[src/rtl/priority_dec_pkg.sv]
`default_nettype none
// ============================================================================
// Module      : priority_dec_pkg
// Description : Shared constants, FSM state type and one-hot decode helper
//               for the 2-to-4 priority decoder (receive side of the 4-to-2
//               priority encoder link).
// Contents    : N_LINES  - number of decoded output lines
//               CODE_W   - width of an encoded line index
//               state_t  - decoder FSM state (IDLE / HOLD)
//               decode_onehot() - line index to one-hot line vector
// Revision    : 1.0 - initial release
// ============================================================================
package priority_dec_pkg;

    localparam int N_LINES = 4;
    localparam int CODE_W  = 2;

    typedef enum logic [0:0] {
        IDLE = 1'b0,
        HOLD = 1'b1
    } state_t;

    function automatic logic [N_LINES-1:0] decode_onehot(input logic [CODE_W-1:0] code);
        logic [N_LINES-1:0] w_onehot;
        w_onehot       = '0;
        w_onehot[code] = 1'b1;
        return w_onehot;
    endfunction

endpackage : priority_dec_pkg
`default_nettype wire

[src/rtl/sync_fifo_v.sv]
`default_nettype none
// ============================================================================
// Module      : sync_fifo_v
// Description : Parameterised single-clock FIFO with occupancy count.
//               Pushes into a full FIFO and pops from an empty FIFO are
//               ignored. Read data is the current head (show-ahead).
// Ports       : i_clk    - clock, rising edge
//               i_rst    - asynchronous active-high reset (empties the FIFO)
//               i_push   - write i_data at the tail
//               i_data   - data to write
//               i_pop    - remove the head entry
//               o_data   - head entry (valid when !o_empty)
//               o_full   - FIFO holds DEPTH entries
//               o_empty  - FIFO holds no entries
//               o_count  - current occupancy, 0..DEPTH
// Revision    : 1.0 - initial release
// ============================================================================
module sync_fifo_v #(
    parameter int WIDTH = 2,
    parameter int DEPTH = 2
) (
    input  logic                       i_clk,
    input  logic                       i_rst,
    input  logic                       i_push,
    input  logic [WIDTH-1:0]           i_data,
    input  logic                       i_pop,
    output logic [WIDTH-1:0]           o_data,
    output logic                       o_full,
    output logic                       o_empty,
    output logic [$clog2(DEPTH+1)-1:0] o_count
);

    localparam int c_aw    = (DEPTH > 1) ? $clog2(DEPTH) : 1;
    localparam int c_occ_w = $clog2(DEPTH+1);

    localparam logic [c_aw-1:0]    c_ptr_one = 1;
    localparam logic [c_occ_w-1:0] c_occ_one = 1;
    localparam logic [c_occ_w-1:0] c_occ_max = c_occ_w'(DEPTH);

    logic [WIDTH-1:0]   r_mem [DEPTH];
    logic [c_aw-1:0]    r_wr_ptr;
    logic [c_aw-1:0]    r_rd_ptr;
    logic [c_occ_w-1:0] r_count;

    logic w_do_push;
    logic w_do_pop;

    assign o_full    = (r_count == c_occ_max);
    assign o_empty   = (r_count == '0);
    assign o_count   = r_count;
    assign o_data    = r_mem[r_rd_ptr];

    assign w_do_push = i_push && !o_full;
    assign w_do_pop  = i_pop && !o_empty;

    // Storage carries no reset; only the pointers and count define contents.
    always_ff @(posedge i_clk) begin
        if (w_do_push) begin
            r_mem[r_wr_ptr] <= i_data;
        end
    end

    // DEPTH is a power of two, so pointer overflow wraps modulo DEPTH.
    always_ff @(posedge i_clk or posedge i_rst) begin
        if (i_rst) begin
            r_wr_ptr <= '0;
            r_rd_ptr <= '0;
            r_count  <= '0;
        end else begin
            if (w_do_push) begin
                r_wr_ptr <= r_wr_ptr + c_ptr_one;
            end
            if (w_do_pop) begin
                r_rd_ptr <= r_rd_ptr + c_ptr_one;
            end
            case ({w_do_push, w_do_pop})
                2'b10:   r_count <= r_count + c_occ_one;
                2'b01:   r_count <= r_count - c_occ_one;
                default: r_count <= r_count;
            endcase
        end
    end

endmodule : sync_fifo_v
`default_nettype wire

[src/rtl/priority_dec_2_4_v.sv]
`default_nettype none
// ============================================================================
// Module      : priority_dec_2_4_v
// Description : Receive-side 2-to-4 line decoder. Buffers 2-bit line codes
//               from a valid/ready stream and replays each as a one-hot
//               4-line output held for HOLD_CYCLES cycles, back to back
//               while codes are available.
// Ports       : i_clk    - clock, rising edge
//               i_rst    - asynchronous active-high reset
//               i_code   - encoded line index (0..3)
//               i_valid  - i_code is valid this cycle
//               o_ready  - a code can be accepted (FIFO not full, not reset)
//               o_line   - registered one-hot line, 0000 when idle
//               o_code   - registered code being held, 00 when idle
//               o_active - a code is being held
//               o_count  - FIFO occupancy
// Revision    : 1.0 - initial release
// ============================================================================
module priority_dec_2_4_v
    import priority_dec_pkg::*;
#(
    parameter int HOLD_CYCLES = 4,
    parameter int FIFO_DEPTH  = 2
) (
    input  logic                            i_clk,
    input  logic                            i_rst,
    input  logic [CODE_W-1:0]               i_code,
    input  logic                            i_valid,
    output logic                            o_ready,
    output logic [N_LINES-1:0]              o_line,
    output logic [CODE_W-1:0]               o_code,
    output logic                            o_active,
    output logic [$clog2(FIFO_DEPTH+1)-1:0] o_count
);

    localparam int c_cnt_w = (HOLD_CYCLES > 1) ? $clog2(HOLD_CYCLES) : 1;

    localparam logic [c_cnt_w-1:0] c_hold_load = c_cnt_w'(HOLD_CYCLES - 1);
    localparam logic [c_cnt_w-1:0] c_cnt_one   = 1;

    state_t               r_state;
    logic [c_cnt_w-1:0]   r_cnt;
    logic [N_LINES-1:0]   r_line;
    logic [CODE_W-1:0]    r_code;

    logic                 w_full;
    logic                 w_empty;
    logic [CODE_W-1:0]    w_head;
    logic                 w_push;
    logic                 w_pop;

    // Ready depends only on registered occupancy (and reset), never on i_valid.
    assign o_ready  = !w_full && !i_rst;
    assign w_push   = i_valid && o_ready;

    // Pop whenever the output slot frees up: from IDLE, or on the last hold
    // cycle, so consecutive codes are replayed without a gap.
    assign w_pop    = !w_empty && ((r_state == IDLE) || (r_cnt == '0));

    assign o_line   = r_line;
    assign o_code   = r_code;
    assign o_active = (r_state == HOLD);

    sync_fifo_v #(
        .WIDTH (CODE_W),
        .DEPTH (FIFO_DEPTH)
    ) u_fifo (
        .i_clk   (i_clk),
        .i_rst   (i_rst),
        .i_push  (w_push),
        .i_data  (i_code),
        .i_pop   (w_pop),
        .o_data  (w_head),
        .o_full  (w_full),
        .o_empty (w_empty),
        .o_count (o_count)
    );

    always_ff @(posedge i_clk or posedge i_rst) begin
        if (i_rst) begin
            r_state <= IDLE;
            r_cnt   <= '0;
            r_line  <= '0;
            r_code  <= '0;
        end else begin
            case (r_state)
                IDLE: begin
                    if (w_pop) begin
                        r_line  <= decode_onehot(w_head);
                        r_code  <= w_head;
                        r_cnt   <= c_hold_load;
                        r_state <= HOLD;
                    end
                end
                HOLD: begin
                    if (r_cnt != '0) begin
                        r_cnt <= r_cnt - c_cnt_one;
                    end else if (w_pop) begin
                        r_line <= decode_onehot(w_head);
                        r_code <= w_head;
                        r_cnt  <= c_hold_load;
                    end else begin
                        r_line  <= '0;
                        r_code  <= '0;
                        r_state <= IDLE;
                    end
                end
                default: begin
                    r_line  <= '0;
                    r_code  <= '0;
                    r_cnt   <= '0;
                    r_state <= IDLE;
                end
            endcase
        end
    end

endmodule : priority_dec_2_4_v
`default_nettype wire
[config.mk]
export PLATFORM = sky130hd
export DESIGN_NAME = priority_dec_2_4_v
export DESIGN_NICKNAME = d
export VERILOG_FILES = /design/src/rtl/priority_dec_pkg.sv /design/src/rtl/sync_fifo_v.sv /design/src/rtl/priority_dec_2_4_v.sv
export SDC_FILE = /design/constraint.sdc
export NUM_CORES = 1
export LEC_CHECK = 0
export BUFFER_PORTS_ARGS = -buffer_cell sky130_fd_sc_hd__buf_2
export CORE_MARGIN = 10
export CORE_UTILIZATION = 48
export DETAILED_ROUTE_END_ITERATION = 6
export PLACE_DENSITY = 0.83
export SKIP_LAST_GASP = 1
export SYNTH_ARGS = -nofsm -noshare
export SYNTH_HDL_FRONTEND = slang
export SYNTH_SLANG_ARGS = --single-unit
[constraint.sdc]
create_clock -name i_clk -period 2.6 [get_ports i_clk]
set_input_delay 0.13 -clock i_clk [delete_from_list [all_inputs] [get_ports i_clk]]
set_output_delay 0.13 -clock i_clk [all_outputs]
set_load 0.005 [all_outputs]
==> results.txt <==
----------------------------------------------------
[Clock tree]
  Number of sinks handled by clock tree synthesis ... 17
  Clock H-tree levels ... 1
  TritonCTS clock tree ... done
  Largest buffer count on any clock path ... 2
  Clock insertion delay at the later pin of the skew report ... 0.27 ns
  Hold buffer count at cts ... 1
  TritonCTS Buffers ... 3
  Root buffer cell ... clkbuf_4
  Clock slew at the register clock pins of the worst setup and hold paths ... 0.09 ns
  Resized Gates After CTS ... 0
  Post-CTS setup-driven buffer insertion count ... 0

[STA]
  Setup ws final ... 0.7796 ns
  Final Hold Violating Endpoints ... 0
  Final Skew ... 0.001747 ns
  Achievable clock frequency ... 0.5493 GHz
  Final-report max-slew violation count ... 0
  Aggregate negative setup slack ... 0 ns
  Minimum clock period after layout ... 1.820 ns
  RSZ-0062 raised after global routing ... no
  Rel. slew slack ... 64.60%
  Total of endpoints with negative setup slack in the final report ... 0
  Post-route clock period utilization ... a little over two thirds
  Worst hold slack across all endpoints ... 0.04236 ns
  Slew at the pin closest to its max-slew limit ... 0.5304 ns

[Cells and area]
  Fill cell instance count of the final layout ... between 100 and 150
  Share of layout cells above drive strength 1 ... 35.21%
  Number of standard cells in the final layout excluding fillers ... 86
  NumNets Final ... 78
  Area taken by flip-flops and latches ... 445.4 µm²
  Diode count ... 0
  Post-route cell area ... 842.1 µm²
  Footprint of the multi-input gates ... 256.5 µm²
  Fin util ... 61.63%
  Area growth from synthesis to final layout ... 16.23%

[Global routing]
  Global-route wire length before repair ... approximately 2100 µm
  Overflow left after global routing ... 0
  Number of antenna violations at the first check in global routing ... 0
  Via count of the first global-routing pass ... 507
  Total routing usage reported by global routing ... roughly 7.5%
  Pin count of the biggest net entering global routing ... 16

[Drt]
  Count of nets left with antenna violations after detail routing ... 0
  Length of the first detailed-routing pass in iterations ... 2
  Uppermost signal routing layer after detailed routing ... met4
  Total via count after detailed routing ... ~470
  Total length of routed met3 wires ... 77 µm
  Routed wire length per instance ... 13.85 µm
  Met2 routed WL ... 555 µm
  Final Routed Wirelength ... 1191 µm
  # DRC ... 0
  Number of vias per cell ... 5.430
  Number of violations reported at the end of detailed-routing iteration 0 ... 1
  Met1 layer wirelength in the final routing ... between 500 and 600 µm

[Placement]
  DPL Wire Length ... between 900 and 1000 µm
  Worst Setup Slack post-DPL ... 1.025 ns
  Cell total after placement ... 81
  Number of port buffers ... 14
  Placer's final routability congestion estimate ... 0.7709
  Cell Area, Placed ... 805.8 µm²

[Synthesis]
  Area leader, netlist ... dfrtp_1
  Mean area per synthesized cell ... 13.67 µm²
  Register area share after synthesis ... 61.49%
  Synth area leaders ... dfrtp_1 45%, edfxtp_1 17%, xnor2_1 6.0%
  Number of unique standard cell types used by synthesis ... 25
  Share of Yosys cell area claimed by the top area cell type ... 44.91%
  Dominant cell by count in the synthesized netlist ... dfrtp_1
  EDFF count, synth ... 4
  Cell area after synthesis ... between 700 and 800 µm²
  FF+latch count, synth ... 17
  Ranking of synthesized cells by instance count ... 13 x dfrtp_1, 5 x xnor2_1, 4 x edfxtp_1
  Most frequently used flop master after synthesis ... dfrtp_1
  Syn nets ... 59
  Number of instances in the synthesized netlist ... 53
  Ys async rst share ... 76.47%
  Synth warnings ... 0

[Floorplan]
  Std-Cell Rows ... 13
  Placeable core area ... about 0.0014 mm²
  Io pins ... 15
  Floorplan die height ... 58.85 µm
  DIE WIDTH ... 58.85 µm
  Starting Density ... between 50% and 60%
  Total die area ... 0.003463 mm²

[Setup path]
  Worst setup EP type ... flop
  Largest driver fanout on the critical path ... 15
  Worst endpoint data arrival time ... 2.02 ns
  Critical path class ... input port to flop
  Required time at the endpoint of the critical path ... 2.80 ns
  Type of element launching the critical path ... input port

[Power and ir drop]
  Leakage ... 0.3913 nW
  Power consumption ... 1.074 mW
  Worst IR Drop VDD ... 0.7285 mV
  Power per unit of standard cell area ... 1275 mW/mm²

[Hold path]
  Worst hold-check path type ... input port to flop

[Job]
  Number of max-cap violations ... 0

[Run status]
  Run status ... finished clean

----------------------------------------------------
-- cell usage in the layout (no fill, tap or decap), types with 2 or more instances in the layout --
cell      instances
xnor2_1           5
a32o_1            2
o21a_1            2
inv_1             3
nor2_1            2
clkbuf_4          3
mux2i_1           2
buf_2            14
o21ai_0           2
dfrtp_1          13
edfxtp_1          4
a22o_1            3
-- flip-flops by register name (all words and copies together) (netlist names) --
name,flops
u_fifo.r_wr_ptr,1
u_fifo.o_count,2
u_fifo.r_rd_ptr,1
o_active,1
r_cnt,2
o_code,2
o_line,4
u_fifo.r_mem,4
-- worst max-delay path, cell delays in order --
cell	delay (ns)
dlygate4sd3_1	0.54
buf_2	0.12
inv_1	0.39
o211ai_2	0.21
ha_1	0.24
xnor2_1	0.13
nor2_1	0.13
xnor2_1	0.13
-- routing by layer --
metal | global-route usage (%) | up-vias
li1 | - | 229
met5 | 0 | -
met1 | 8.575 | 225
met2 | 12.01 | 11
met4 | 2.951 | 0
met3 | 3.004 | 2
-- worst paths after layout --
| path | start | endpoint | slack, ns | cells past startpoint |
|---|---|---|---|---|
| hold reg to reg | o_code[1]$_DFFE_PP0P_ | o_code[1]$_DFFE_PP0P_ | 0.48 | 1 |
| min in group asynchronous | i_rst | u_fifo.o_count[0]$_DFFE_PP0P_ | 0.44 | 3 |
| setup / recovery | i_rst | u_fifo.o_count[1]$_DFFE_PP0P_ | 0.78 | 8 |
| setup reg to reg | u_fifo.o_count[0]$_DFFE_PP0P_ | u_fifo.o_count[1]$_DFFE_PP0P_ | 1.07 | 5 |
| max in group asynchronous | i_rst | o_code[0]$_DFFE_PP0P_ | 1.81 | 3 |
| hold / removal | i_code[0] | u_fifo.r_mem[1][0]$_DFFE_PP_ | 0.04 | 1 |
-- report_power, final --
part | internal (mW) | total [mW] | leakage [nW] | switching (mW)
logic | 0.243 | 0.467 | 0.181 | 0.224
clock network | 0.0593 | 0.134 | 0.0150 | 0.0746
registers | 0.376 | 0.473 | 0.195 | 0.0963
total | 0.679 | 1.07 | 0.391 | 0.395
-- cell families after synthesis --
group,synth area share (%)
XOR/XNOR,6.045
multiplexers,4.318
adder cells (fa/ha/maj),1.727
flip-flops,61.49
buffers and inverters,3.109
AND/OR/NAND/NOR,4.664
AO/OA/AOI/OAI,18.65
-- cell type report --
type	count	share of cell area, %
clock buffer	4	3.120
inverter	4	1.783
multi-input combinational	31	30.46
sequential	17	52.90
tap	15	2.229
timing repair buffer	15	9.510
Note: power is estimated with default switching activity, not from simulation.
